--- config.mk ---
export PLATFORM = sky130hd
export DESIGN_NAME = pq_client_adapter
export DESIGN_NICKNAME = d
export VERILOG_FILES = /design/src/rtl/pq_pkg.sv /design/src/rtl/pq_rsp_fifo.sv /design/src/rtl/pq_client_adapter.sv
export SDC_FILE = /design/constraint.sdc
export NUM_CORES = 1
export LEC_CHECK = 0
export CAP_MARGIN = 20
export CORE_MARGIN = 5
export CORE_UTILIZATION = 43
export DETAILED_ROUTE_END_ITERATION = 8
export GPL_ROUTABILITY_DRIVEN = 1
export GPL_TIMING_DRIVEN = 0
export PLACE_DENSITY = 0.8
export SYNTH_ARGS = -nofsm -noshare
export SYNTH_HDL_FRONTEND = slang
export SYNTH_SLANG_ARGS = --single-unit
--- constraint.sdc ---
create_clock -name i_CLK -period 3 [get_ports i_CLK]
set_input_delay 0.6 -clock i_CLK [delete_from_list [all_inputs] [get_ports i_CLK]]
set_output_delay 0.6 -clock i_CLK [all_outputs]
set_load 0.02 [all_outputs]
--- src/rtl/pq_pkg.sv ---
// Shared types for the priority-queue client adapter: FSM states, queue
// operation encoding and the reserved empty-slot key.
package pq_pkg;

    typedef enum logic [0:0] {
        ST_RUN   = 1'b0,
        ST_FLUSH = 1'b1
    } pq_state_e;

    typedef enum logic [1:0] {
        OP_NONE    = 2'd0,
        OP_PUSH    = 2'd1,
        OP_POP     = 2'd2,
        OP_REPLACE = 2'd3
    } pq_op_e;

    // Key value the queue uses to mark an unoccupied slot; never inserted.
    localparam logic [63:0] EMPTY_KEY = 64'd0;

    localparam logic [1:0] RSP_FIFO_FULL = 2'd2;

endpackage

--- src/rtl/pq_rsp_fifo.sv ---
// Two-entry response FIFO for popped queue heads; entry 0 is always the
// head, so o_data comes straight from a register.
module pq_rsp_fifo #(
    parameter int DATA_WIDTH = 16
) (
    input  logic                  i_CLK,
    input  logic                  i_RSTn,
    input  logic                  push,
    input  logic [DATA_WIDTH-1:0] push_data,
    output logic                  o_valid,
    output logic [DATA_WIDTH-1:0] o_data,
    input  logic                  i_ready,
    output logic [1:0]            o_cnt
);

    logic [DATA_WIDTH-1:0] mem0_r;
    logic [DATA_WIDTH-1:0] mem1_r;
    logic [1:0]            cnt_r;
    logic                  drain_s;

    assign drain_s = (cnt_r != 2'd0) && i_ready;
    assign o_valid = (cnt_r != 2'd0);
    assign o_data  = mem0_r;
    assign o_cnt   = cnt_r;

    // Storage and occupancy update; simultaneous push and drain keep the count.
    always_ff @(posedge i_CLK or negedge i_RSTn) begin
        if (!i_RSTn) begin
            mem0_r <= {DATA_WIDTH{1'b0}};
            mem1_r <= {DATA_WIDTH{1'b0}};
            cnt_r  <= 2'd0;
        end else begin
            case ({push, drain_s})
                2'b10: begin
                    if (cnt_r == 2'd0) begin
                        mem0_r <= push_data;
                    end else begin
                        mem1_r <= push_data;
                    end
                    cnt_r <= cnt_r + 2'd1;
                end
                2'b01: begin
                    mem0_r <= mem1_r;
                    cnt_r  <= cnt_r - 2'd1;
                end
                2'b11: begin
                    if (cnt_r == 2'd1) begin
                        mem0_r <= push_data;
                    end else begin
                        mem0_r <= mem1_r;
                        mem1_r <= push_data;
                    end
                end
                default: begin
                    cnt_r <= cnt_r;
                end
            endcase
        end
    end

endmodule

--- src/rtl/pq_client_adapter.sv ---
// Valid/ready front-end for the register-array priority queue: one push, pop
// or replace per cycle, buffered pop responses and drain-to-empty flush.
module pq_client_adapter
    import pq_pkg::*;
#(
    parameter int QUEUE_SIZE = 4,
    parameter int DATA_WIDTH = 16,
    parameter int ENQ_ENA    = 1
) (
    input  logic                            i_CLK,
    input  logic                            i_RSTn,
    input  logic                            i_push_valid,
    input  logic [DATA_WIDTH-1:0]           i_push_data,
    output logic                            o_push_ready,
    input  logic                            i_pop_valid,
    output logic                            o_pop_ready,
    output logic                            o_rsp_valid,
    output logic [DATA_WIDTH-1:0]           o_rsp_data,
    input  logic                            i_rsp_ready,
    input  logic                            i_flush,
    output logic                            o_flush_done,
    output logic                            o_zero_drop,
    output logic [$clog2(QUEUE_SIZE):0]     o_level,
    output logic                            o_pq_wrt,
    output logic                            o_pq_read,
    output logic [DATA_WIDTH-1:0]           o_pq_data,
    input  logic                            i_pq_full,
    input  logic                            i_pq_empty,
    input  logic [DATA_WIDTH-1:0]           i_pq_data
);

    localparam int             LW      = $clog2(QUEUE_SIZE) + 1;
    localparam logic [LW-1:0]  LVL_MAX = LW'(QUEUE_SIZE);

    pq_state_e       state_r;
    pq_op_e          op_s;
    logic            push_ok_s;
    logic            zero_push_s;
    logic            can_pop_s;
    logic            flush_pop_s;
    logic            rsp_push_s;
    logic [1:0]      rsp_cnt_s;
    logic [LW-1:0]   level_r;

    assign push_ok_s   = i_push_valid && (i_push_data != DATA_WIDTH'(EMPTY_KEY));
    assign zero_push_s = i_push_valid && (i_push_data == DATA_WIDTH'(EMPTY_KEY));
    assign can_pop_s   = !i_pq_empty && (rsp_cnt_s != RSP_FIFO_FULL);

    // Same-cycle operation decode; replace wins so a full queue still accepts push+pop.
    always_comb begin
        op_s         = OP_NONE;
        flush_pop_s  = 1'b0;
        o_flush_done = 1'b0;
        o_zero_drop  = 1'b0;
        if (state_r == ST_RUN) begin
            if (push_ok_s && i_pop_valid && can_pop_s) begin
                op_s = OP_REPLACE;
            end else if (i_pop_valid && can_pop_s && !push_ok_s) begin
                op_s = OP_POP;
            end else if (push_ok_s && (ENQ_ENA != 0) && !i_pq_full) begin
                op_s = OP_PUSH;
            end else begin
                op_s = OP_NONE;
            end
            o_zero_drop = zero_push_s;
        end else begin
            flush_pop_s  = !i_pq_empty;
            o_flush_done = i_pq_empty;
        end
    end

    assign o_pq_wrt     = (op_s == OP_PUSH) || (op_s == OP_REPLACE);
    assign o_pq_read    = (op_s == OP_POP) || (op_s == OP_REPLACE) || flush_pop_s;
    assign o_pq_data    = o_pq_wrt ? i_push_data : DATA_WIDTH'(EMPTY_KEY);
    assign o_push_ready = o_pq_wrt || o_zero_drop;
    assign o_pop_ready  = (op_s == OP_POP) || (op_s == OP_REPLACE);
    assign rsp_push_s   = o_pop_ready;
    assign o_level      = level_r;

    // Run/flush state; a flush request while already flushing is ignored.
    always_ff @(posedge i_CLK or negedge i_RSTn) begin
        if (!i_RSTn) begin
            state_r <= ST_RUN;
        end else begin
            case (state_r)
                ST_RUN:   state_r <= i_flush ? ST_FLUSH : ST_RUN;
                ST_FLUSH: state_r <= i_pq_empty ? ST_RUN : ST_FLUSH;
                default:  state_r <= ST_RUN;
            endcase
        end
    end

    // Shadow occupancy, saturating at both ends.
    always_ff @(posedge i_CLK or negedge i_RSTn) begin
        if (!i_RSTn) begin
            level_r <= {LW{1'b0}};
        end else if (((op_s == OP_POP) || flush_pop_s) && (level_r != {LW{1'b0}})) begin
            level_r <= level_r - LW'(1);
        end else if ((op_s == OP_PUSH) && (level_r != LVL_MAX)) begin
            level_r <= level_r + LW'(1);
        end else begin
            level_r <= level_r;
        end
    end

    pq_rsp_fifo #(
        .DATA_WIDTH (DATA_WIDTH)
    ) u_rsp_fifo (
        .i_CLK     (i_CLK),
        .i_RSTn    (i_RSTn),
        .push      (rsp_push_s),
        .push_data (i_pq_data),
        .o_valid   (o_rsp_valid),
        .o_data    (o_rsp_data),
        .i_ready   (i_rsp_ready),
        .o_cnt     (rsp_cnt_s)
    );

endmodule
==> summary.md, run 1 <==
| Metric | Value |
|---|---|
| # IOs | `82` |
| Rel. slew slack | `0.451` |
| H-tree levels | `2` |
| CP Class | `in2out` |
| CP endpoint kind | `output pin` |
| Nets | `between 300 and 400` |
| Count leader, synth | `dfrtp_1` |
| Gate Count Post-Synth | `184` |
| Fin crit period | `around 3000 ps` |
| # hold bufs at CTS | `0` |
| Per-cell routed wire length | `between 15 and 20 um` |
| FF-to-FF Start | `u_rsp_fifo.o_cnt[0]` |
| Antenna viol nets, final | `0` |
| R2R cell count | `8` |
| Status | `finished, final reports clean` |
| Final Cycle Share | `0.993` |
| Final Max Slew Viols | `0` |
| Crit path launch | `i_pop_valid` |
| Worst Path Required | `2400 ps` |
| First-pass GRT wire length | `about 8.3 mm` |
| Design area | `~3100 um^2` |
| Leakage | `approximately 0.0014 uW` |
| Pwr/cell area | `between 800 and 900 nW/um^2` |
| Setup crit end | `o_pq_data[0]` |
| Vias in the first global route | `~1800` |
| Worst vdd ir | `between 0.0005 and 0.0006 V` |
| CP max stage cell | `clkdlybuf4s50_1` |
| Worst reg2reg setup slack | `220 ps` |
| Post-DP HPWL | `3.99 mm` |
| Worst path arrival time | `around 2400 ps` |
| Total Routing Usage GR | `0.171` |
| Worst Slack Setup Final | `approximately 22 ps` |
| Setup-failing EPs final | `0` |
| Core Box Area | `roughly 4400 um^2` |
| YS warnings | `0` |
| Die width | `between 70 and 80 um` |
| TritonRoute pass-1 iters | `4` |
| Skew-Pair Late Insertion Delay | `~290 ps` |
| Syn Area/Cell | `10.8 um^2` |
| Initial antenna violation count | `0` |
| Fillers | `~350` |
| Clock transition at the registers of the reported paths | `70 ps` |
| Post-route DRC | `0` |
| Crit path cell chain | `clkdlybuf4s50_1 > or3b_4 > a21oi_4 > buf_4 > and3_2 > dlygate4sd2_1` |
| Via count | `approximately 1700` |
| Primary FF master, synth | `dfrtp_1` |
| Commonest cells post-synth | `dfrtp_1, nand2_1, mux2_2` |
| CP Launch Type | `input pin` |
| Deepest clock path buffer count | `2` |
| Max cap viols | `0` |
| CTS Root Buffer Type | `clkbuf_8` |
| Placed Area | `about 2800 um^2` |
| N_diodes | `0` |
| Clk sinks | `38` |
| Largest net degree at the start of global routing | `39` |
| Post-Syn Area | `roughly 2000 um^2` |
| Sequential area share after synthesis | `0.481` |
| Layout cell share with drive strength beyond 1 | `0.240` |
| Post-synth ARST share | `1.00` |
| Reg-to-Reg End | `u_rsp_fifo.mem1_r[12]` |
| Starting DRT DRC Count | `62` |
| Slew @ Worst Pin | `a little over 800 ps` |
| Synth cell types | `36` |
| Clock Skew | `3.32 ps` |
| Initial core utilization | `0.448` |
| Fin. Hold Viols | `0` |
| Synth top area share | `0.481` |
| TritonCTS clock tree | `done` |
| Synthesized Nets | `between 200 and 250` |
| Max incr delay on CP | `~500 ps` |
| Area contributors post-synth | `dfrtp_1, mux2_2, a22oi_1` |
| Routed Wire Length | `5.30 mm` |
| Die area | `6060 um^2` |
| Inserted Clock Buffers | `5` |
| Final GP Congestion | `0.725` |
| Hold Path Class | `in2async` |
| Peak Freq | `about 340 MHz` |
| Yosys reg bits | `38` |
| EDFF count, synth | `0` |
| Max FO, Critical Path | `6` |
| Vias per cell | `a little over 5` |
| Worst slack, placed | `-463 ps` |
| Port buffer count | `81` |
| Row count | `24` |
| Congestion Overflow GR | `0` |
| Die height | `about 78 um` |
| P&R area growth vs syn | `54.7%` |
| Yosys top cell by area | `dfrtp_1` |
==> report_power, final <==
| group | internal [uW] | switching, uW | leakage, uW |
|---|---|---|---|
| logic | 596 | 620 | 0.000864 |
| clock network | 266 | 176 | 0.0000573 |
| registers | 759 | 144 | 0.000462 |
| total | 1620 | 940 | 0.00138 |
==> cell usage in the layout (no fill, tap or decap), drive strengths merged, types with 2 or more instances in the layout <==
master	netlist	layout
dlygate4sd2	0	7
clkbuf	8	13
dfrtp	38	38
clkdlybuf4s50	0	59
nor4	4	4
nor2	5	5
a22oi	16	16
clkdlybuf4s15	0	13
nand2	19	19
mux2i	3	3
xnor2	4	4
ha	6	6
inv	10	10
and3	16	16
mux2	17	17
o21ai	18	18
a21oi	2	2
buf	2	11
and2	2	2
nor2b	2	2
==> metal layers <==
metal / track usage / up-vias / share of wire
met3: 0.0405 / 6 / 0.062
met4: 0.0584 / 0 / 0.011
met1: 0.211 / 807 / 0.43
met5: 0 / - / 0
li1: - / 838 / -
met2: 0.293 / 52 / 0.49
==> metrics by stage <==
step,cells,hold WS (ps),setup TNS (ps),power (uW),util
finish,331,404,0,2560,0.693
global route,331,481,-162,2740,0.693
CTS,327,436,0,2570,0.684
detailed placement,317,475,-13910,2120,0.645
global placement,317,463,-11380,2070,0.647
floorplan,184,304,0,1610,-
==> worst max-delay path, delay by kind of cell <==
kind / cells / cell delay, ps
AO/OA/AOI/OAI: 1 / 230
AND/OR/NAND/NOR: 2 / 570
buffers and inverters: 3 / 970
==> worst min-delay path by stage <==
| stage | startpoint | endpoint | slack (ps) |
|---|---|---|---|
| floorplan | i_RSTn | o_level[0] | 300 |
| global placement | u_rsp_fifo.o_data[6] | u_rsp_fifo.o_data[6] | 460 |
| detailed placement | u_rsp_fifo.o_data[12] | u_rsp_fifo.o_data[12] | 470 |
| CTS | i_RSTn | u_rsp_fifo.o_data[8] | 440 |
| global route | i_RSTn | u_rsp_fifo.mem1_r[7] | 480 |
| finish | i_RSTn | u_rsp_fifo.o_data[8] | 400 |
==> logic make-up (layout without fill, tap and decap cells) <==
family,count (synthesis),in the layout,share of synthesized area
simple gates,54,54,0.160
compound gates,41,41,0.137
flops,38,38,0.481
mux,20,20,0.114
buf+inv,20,115,0.0424
fa+ha+maj,7,7,0.0481
xor+xnor,4,4,0.0177
==> registers in the layout, indices dropped and copies added, names as in the netlist <==
signal             count
u_rsp_fifo.o_cnt       2
state_r                1
u_rsp_fifo.mem1_r     16
u_rsp_fifo.o_data     16
o_level                3
==> repair_timing <==
action / 4_1_cts / 5_1_grt
gates resized for setup: 48 / 8
pin swaps: 3 / 4
gates cloned: 0 / 0
setup buffers: 3 / 4
setup endpoints to repair: 40 / 22
==> final cells by class <==
type / count / area [um^2] / area share
Tap cell: 52 / 65.1 / 0.0213
Timing Repair Buffer: 88 / 868 / 0.284
Inverter: 10 / 37.5 / 0.0123
Clock inverter: 1 / 30.0 / 0.00981
Buffer: 10 / 52.6 / 0.0172
Multi-Input combinational cell: 126 / 973 / 0.318
Clock buffer: 6 / 82.6 / 0.0270
Sequential cell: 38 / 951 / 0.311
Power figures use the tool's default switching activity.
==> run 2: changes to the inputs <==
--- a/config.mk
+++ b/config.mk
@@ -8,10 +8,11 @@
 export CAP_MARGIN = 20
 export CORE_MARGIN = 5
 export CORE_UTILIZATION = 43
+export CTS_BUF_LIST = sky130_fd_sc_hd__clkbuf_16
 export DETAILED_ROUTE_END_ITERATION = 8
 export GPL_ROUTABILITY_DRIVEN = 1
 export GPL_TIMING_DRIVEN = 0
-export PLACE_DENSITY = 0.8
+export PLACE_DENSITY_LB_ADDON = 0.2
 export SYNTH_ARGS = -nofsm -noshare
 export SYNTH_HDL_FRONTEND = slang
 export SYNTH_SLANG_ARGS = --single-unit
==> run 2 against run 1 <==
  * Worst setup slack better by 62 ps
  * Power is 0.84% higher
  * Sequential share of layout area is 0.14 points higher
  * Register-to-register slack worse by 20 ps
  * Sequential cell count stayed put
  * Core utilization is 0.31 points lower
  * Critical path type unchanged
  * Largest cell class unchanged
  * Highest routed layer unchanged
==> summary.md, run 2 (synthesis gave the netlist of run 1 again) <==
| Metric | Value |
|---|---|
| Starting DRT DRC Count | `between 60 and 70` |
| Post-DP HPWL | `3.80 mm` |
| Port buffer count | `between 80 and 90` |
| Max incr delay on CP | `approximately 490 ps` |
| Die width | `approximately 78 um` |
| Leakage | `between 0.001 and 0.0015 uW` |
| # hold bufs at CTS | `0` |
| Final GP Congestion | `between 0.7 and 0.8` |
| Total Routing Usage GR | `0.169` |
| Via count | `about 1700` |
| Clock transition at the registers of the reported paths | `around 50 ps` |
| Fillers | `353` |
| First-pass GRT wire length | `8.31 mm` |
| Final Max Slew Viols | `0` |
| Setup TNS | `0 ps` |
| Setup-failing EPs final | `0` |
| R2R cell count | `8` |
| Worst vdd ir | `0.000547 V` |
| Initial antenna violation count | `0` |
| Worst Path Required | `between 2000 and 2500 ps` |
| RSZ-0062 raised after global routing | `false` |
| Commonest non-fill, non-tap cell in the layout | `clkdlybuf4s50_1` |
| Die height | `around 78 um` |
| Crit path cell chain | `clkdlybuf4s50_1 > or3b_4 > a21oi_4 > buf_4 > and3_2 > dlygate4sd2_1` |
| Status | `finished, final reports clean` |
| # IOs | `82` |
| Largest net degree at the start of global routing | `39` |
| Layout cell share with drive strength beyond 1 | `0.217` |
| Worst path arrival time | `about 2300 ps` |
| Vias in the first global route | `between 1500 and 2000` |
| Core Box Area | `4410 um^2` |
| Fin crit period | `just under 3000 ps` |
| Die area | `roughly 6100 um^2` |
| Fin. Hold Viols | `0` |
| Clock Skew | `roughly 5.6 ps` |
| Most frequent cells in the layout | `clkdlybuf4s50_1, dfrtp_1, nand2_1` |
| Per-cell routed wire length | `15.2 um` |
| Hold Path Class | `in2async` |
| Antenna viol nets, final | `0` |
| Multi-input gate area | `a little under 1000 um^2` |
| Deepest clock path buffer count | `2` |
| Congestion Overflow GR | `0` |
| Vias per cell | `roughly 5.2` |
| Clk sinks | `38` |
| Register area | `951 um^2` |
| Initial core utilization | `0.448` |
| N_diodes | `0` |
| Inserted Clock Buffers | `5` |
| CP Launch Type | `input pin` |
| Nets | `roughly 320` |
| CTS Root Buffer Type | `clkbuf_16` |
| TritonCTS clock tree | `done` |
| P&R area growth vs syn | `54.0%` |
| Peak Freq | `~340 MHz` |
| Skew-Pair Late Insertion Delay | `around 280 ps` |
| Pwr/cell area | `between 800 and 900 nW/um^2` |
| Post-route DRC | `0` |
| Routed Wire Length | `roughly 5 mm` |
| Post-layout util | `0.690` |
| CP Class | `in2out` |
| Max cap viols | `0` |
| Rel. slew slack | `0.457` |
| Slew @ Worst Pin | `815 ps` |
| TritonRoute pass-1 iters | `4` |
| Final Cycle Share | `0.972` |
| CP max stage cell | `clkdlybuf4s50_1` |
| Row count | `24` |
| Max FO, Critical Path | `4` |
| CP endpoint kind | `output pin` |
| H-tree levels | `2` |
==> run 2: cell type report <==
class	count	area share
inverters	10	0.0123
plain buffers	10	0.0172
repair buffers	85	0.276
well taps	52	0.0214
clock inverters	3	0.00370
flip-flops and latches	38	0.312
multi-input cells	126	0.317
clock buffers	5	0.0411
==> run 2: final timing paths <==
path / start / to / slack (ps)
setup / recovery: i_pop_valid / o_pq_data[15] / 80
setup reg to reg: u_rsp_fifo.o_cnt[0] / u_rsp_fifo.mem1_r[8] / 200
max in group asynchronous: i_RSTn / u_rsp_fifo.mem1_r[2] / 2060
min in group i_CLK: u_rsp_fifo.o_data[10] / u_rsp_fifo.o_data[10] / 480
hold reg to reg: u_rsp_fifo.o_data[10] / u_rsp_fifo.o_data[10] / 480
hold / removal: i_RSTn / o_level[1] / 420
==> run 2: routing by layer <==
layer,GRT usage,wire length [um],share of wire,up-vias
li1,-,-,-,840
met1,0.225,2170,0.43,831
met2,0.268,2510,0.50,50
met3,0.0463,277,0.055,6
met4,0.0515,44,0.0088,0
met5,0,0,0,-
==> run 2: through the flow <==
step	total power, uW	cell area [um^2]	worst slack (ps)	std cells	hold WS (ps)
floorplan	1610	1980	183	184	304
global route	2770	3050	2.11	329	504
CTS	2600	3030	-25.9	327	455
detailed placement	2110	2850	-456	317	474
global placement	2070	2850	-465	317	464
finish	2580	3050	84.5	329	419
==> run 2: power by group <==
| part | internal (uW) | total [uW] | switching, uW |
|---|---|---|---|
| sequential | 761 | 900 | 139 |
| combinational | 591 | 1200 | 605 |
| clock | 299 | 487 | 188 |
==> run 2: what timing repair did <==
item                                    in CTS  in global routing
buffers inserted                             2                  2
gates resized for setup                     45                  4
pin swaps                                    1                  2
endpoints found under the setup margin      40                 32
==> run 2: worst max-delay path, delay by kind of cell <==
kind	cells	cell delay [ps]
AOI/OAI and AO/OA	1	170
buffers and inverters	3	980
and+or+nand+nor	2	560
==> run 3: changes to the inputs <==
--- a/config.mk
+++ b/config.mk
@@ -12,7 +12,7 @@
 export DETAILED_ROUTE_END_ITERATION = 8
 export GPL_ROUTABILITY_DRIVEN = 1
 export GPL_TIMING_DRIVEN = 0
-export PLACE_DENSITY_LB_ADDON = 0.2
+export PLACE_DENSITY = 0.81
 export SYNTH_ARGS = -nofsm -noshare
 export SYNTH_HDL_FRONTEND = slang
 export SYNTH_SLANG_ARGS = --single-unit
==> run 3 against run 2 <==
  * Global-route usage down 0.53 points
  * Critical path depth unchanged
  * Combinational power about the same
  * Power up 7.2%
  * Design area up 1.2%
  * Via count up 0.64%
  * Wire length up 0.82%
  * Clock power up 37%
  * Sequential cell count unchanged
==> summary.md, run 3 (synthesis gave the netlist of run 1 again) <==
| Metric | Value |
|---|---|
| Max incr delay on CP | `510 ps` |
| Largest net degree at the start of global routing | `39` |
| Clk sinks | `38` |
| Antenna viol nets, final | `0` |
| Most frequent cells in the layout | `clkdlybuf4s50_1, dfrtp_1, nand2_1` |
| Hold_ws | `417 ps` |
| Die area | `a little over 6000 um^2` |
| N_diodes | `0` |
| Die width | `a little under 80 um` |
| Hold Path Class | `in2async` |
| Post-layout util | `0.699` |
| Fin crit period | `about 3000 ps` |
| Slew @ Worst Pin | `811 ps` |
| Skew-Pair Late Insertion Delay | `280 ps` |
| Status | `finished, final reports clean` |
| Worst Path Required | `2400 ps` |
| Worst vdd ir | `~0.00057 V` |
| Peak Freq | `340 MHz` |
| Initial antenna violation count | `0` |
| CP endpoint kind | `output pin` |
| Die height | `between 70 and 80 um` |
| # hold bufs at CTS | `0` |
| Final Cycle Share | `0.980` |
| Worst path arrival time | `2340 ps` |
| First-pass GRT wire length | `approximately 8.1 mm` |
| Routed Wire Length | `slightly above 5 mm` |
| CP Buf/Inv Count | `3` |
| P&R area growth vs syn | `55.9%` |
| Per-cell routed wire length | `15.5 um` |
| Clock Skew | `just over 5 ps` |
| CP Launch Type | `input pin` |
| Setup-failing EPs final | `0` |
| Leakage | `around 0.0014 uW` |
| TritonRoute pass-1 iters | `4` |
| CTS Root Buffer Type | `clkbuf_16` |
| H-tree levels | `2` |
| Pwr/cell area | `between 800 and 900 nW/um^2` |
| # IOs | `82` |
| Initial core utilization | `0.448` |
| Port buffer count | `81` |
| Fin. Hold Viols | `0` |
| Final Max Slew Viols | `0` |
| Commonest non-fill, non-tap cell in the layout | `clkdlybuf4s50_1` |
| Clock transition at the registers of the reported paths | `around 50 ps` |
| Rel. slew slack | `0.459` |
| Row count | `24` |
| Design area | `about 3100 um^2` |
| Core Box Area | `between 4000 and 5000 um^2` |
| Vias in the first global route | `roughly 1700` |
| Max cap viols | `0` |
| Vias per cell | `around 5.3` |
| Inserted Clock Buffers | `5` |
| Via count | `between 1500 and 2000` |
| Placed Area | `~2800 um^2` |
| CP max stage cell | `clkdlybuf4s50_1` |
| Top delay family on crit path | `buffers and inverters` |
| Post-route DRC | `0` |
| Congestion Overflow GR | `0` |
| Post-DP HPWL | `roughly 3.7 mm` |
| CP Class | `in2out` |
| Total Routing Usage GR | `0.164` |
| Nets | `between 300 and 400` |
| Layout cell share with drive strength beyond 1 | `0.223` |
| Starting DRT DRC Count | `87` |
| Crit path cell chain | `clkdlybuf4s50_1 > or3b_4 > a21oi_4 > buf_4 > and3_2 > dlygate4sd2_1` |
| Deepest clock path buffer count | `2` |
| Max FO, Critical Path | `6` |
| Final GP Congestion | `about 0.78` |
| TritonCTS clock tree | `done` |
-- run 3: layout make-up --
class	instances	area, um^2
fill	328	1330
multi-input combinational	126	971
sequential	38	951
timing repair buffer	83	822
clock buffer	5	125
tap	52	65.1
clock inverter	3	63.8
buffer	9	48.8
inverter	10	37.5
-- run 3: path summary, 6_finish.rpt --
check                                      from               endpoint  slack (ps)  cells past startpoint
setup / recovery                     i_pq_empty           o_pq_data[1]          60                      6
hold / removal                           i_RSTn   u_rsp_fifo.o_data[9]         420                      1
setup reg to reg            u_rsp_fifo.o_cnt[0]  u_rsp_fifo.o_data[12]         290                      9
hold reg to reg            u_rsp_fifo.o_data[1]   u_rsp_fifo.o_data[1]         480                      2
max in group asynchronous                i_RSTn   u_rsp_fifo.mem1_r[4]        2070                      1
min in group i_CLK         u_rsp_fifo.o_data[1]   u_rsp_fifo.o_data[1]         480                      2
-- run 3: power breakdown --
| group | internal (uW) | total (uW) | switching, uW | leakage, uW |
|---|---|---|---|---|
| logic | 589 | 1200 | 609 | 0.000838 |
| clock network | 473 | 665 | 192 | 0.0000915 |
| registers | 761 | 907 | 146 | 0.000462 |
| total | 1820 | 2770 | 947 | 0.00139 |
-- run 3: layer usage --
layer	track usage	wire length (um)	part of all wire
met5	0	0	0
met4	0.0309	46	0.0091
met3	0.0498	419	0.083
met2	0.290	2500	0.50
met1	0.196	2070	0.41
-- run 3: through the flow --
step	TNS, ps	setup WS (ps)	cells	power, uW
after floorplan	0	183	184	1610
after global placement	-11290	-404	317	2070
after detailed placement	-13070	-432	317	2110
after CTS	-161	-28.8	326	2790
after global routing	-33.5	-16.9	326	2940
final	0	59.8	326	2770
-- run 3: timing repair --
action                     in CTS  in global routing
setup endpoints to repair      40                 33
buffers inserted                1                  1
pin swaps                       1                  1
gates resized for setup        44                  4
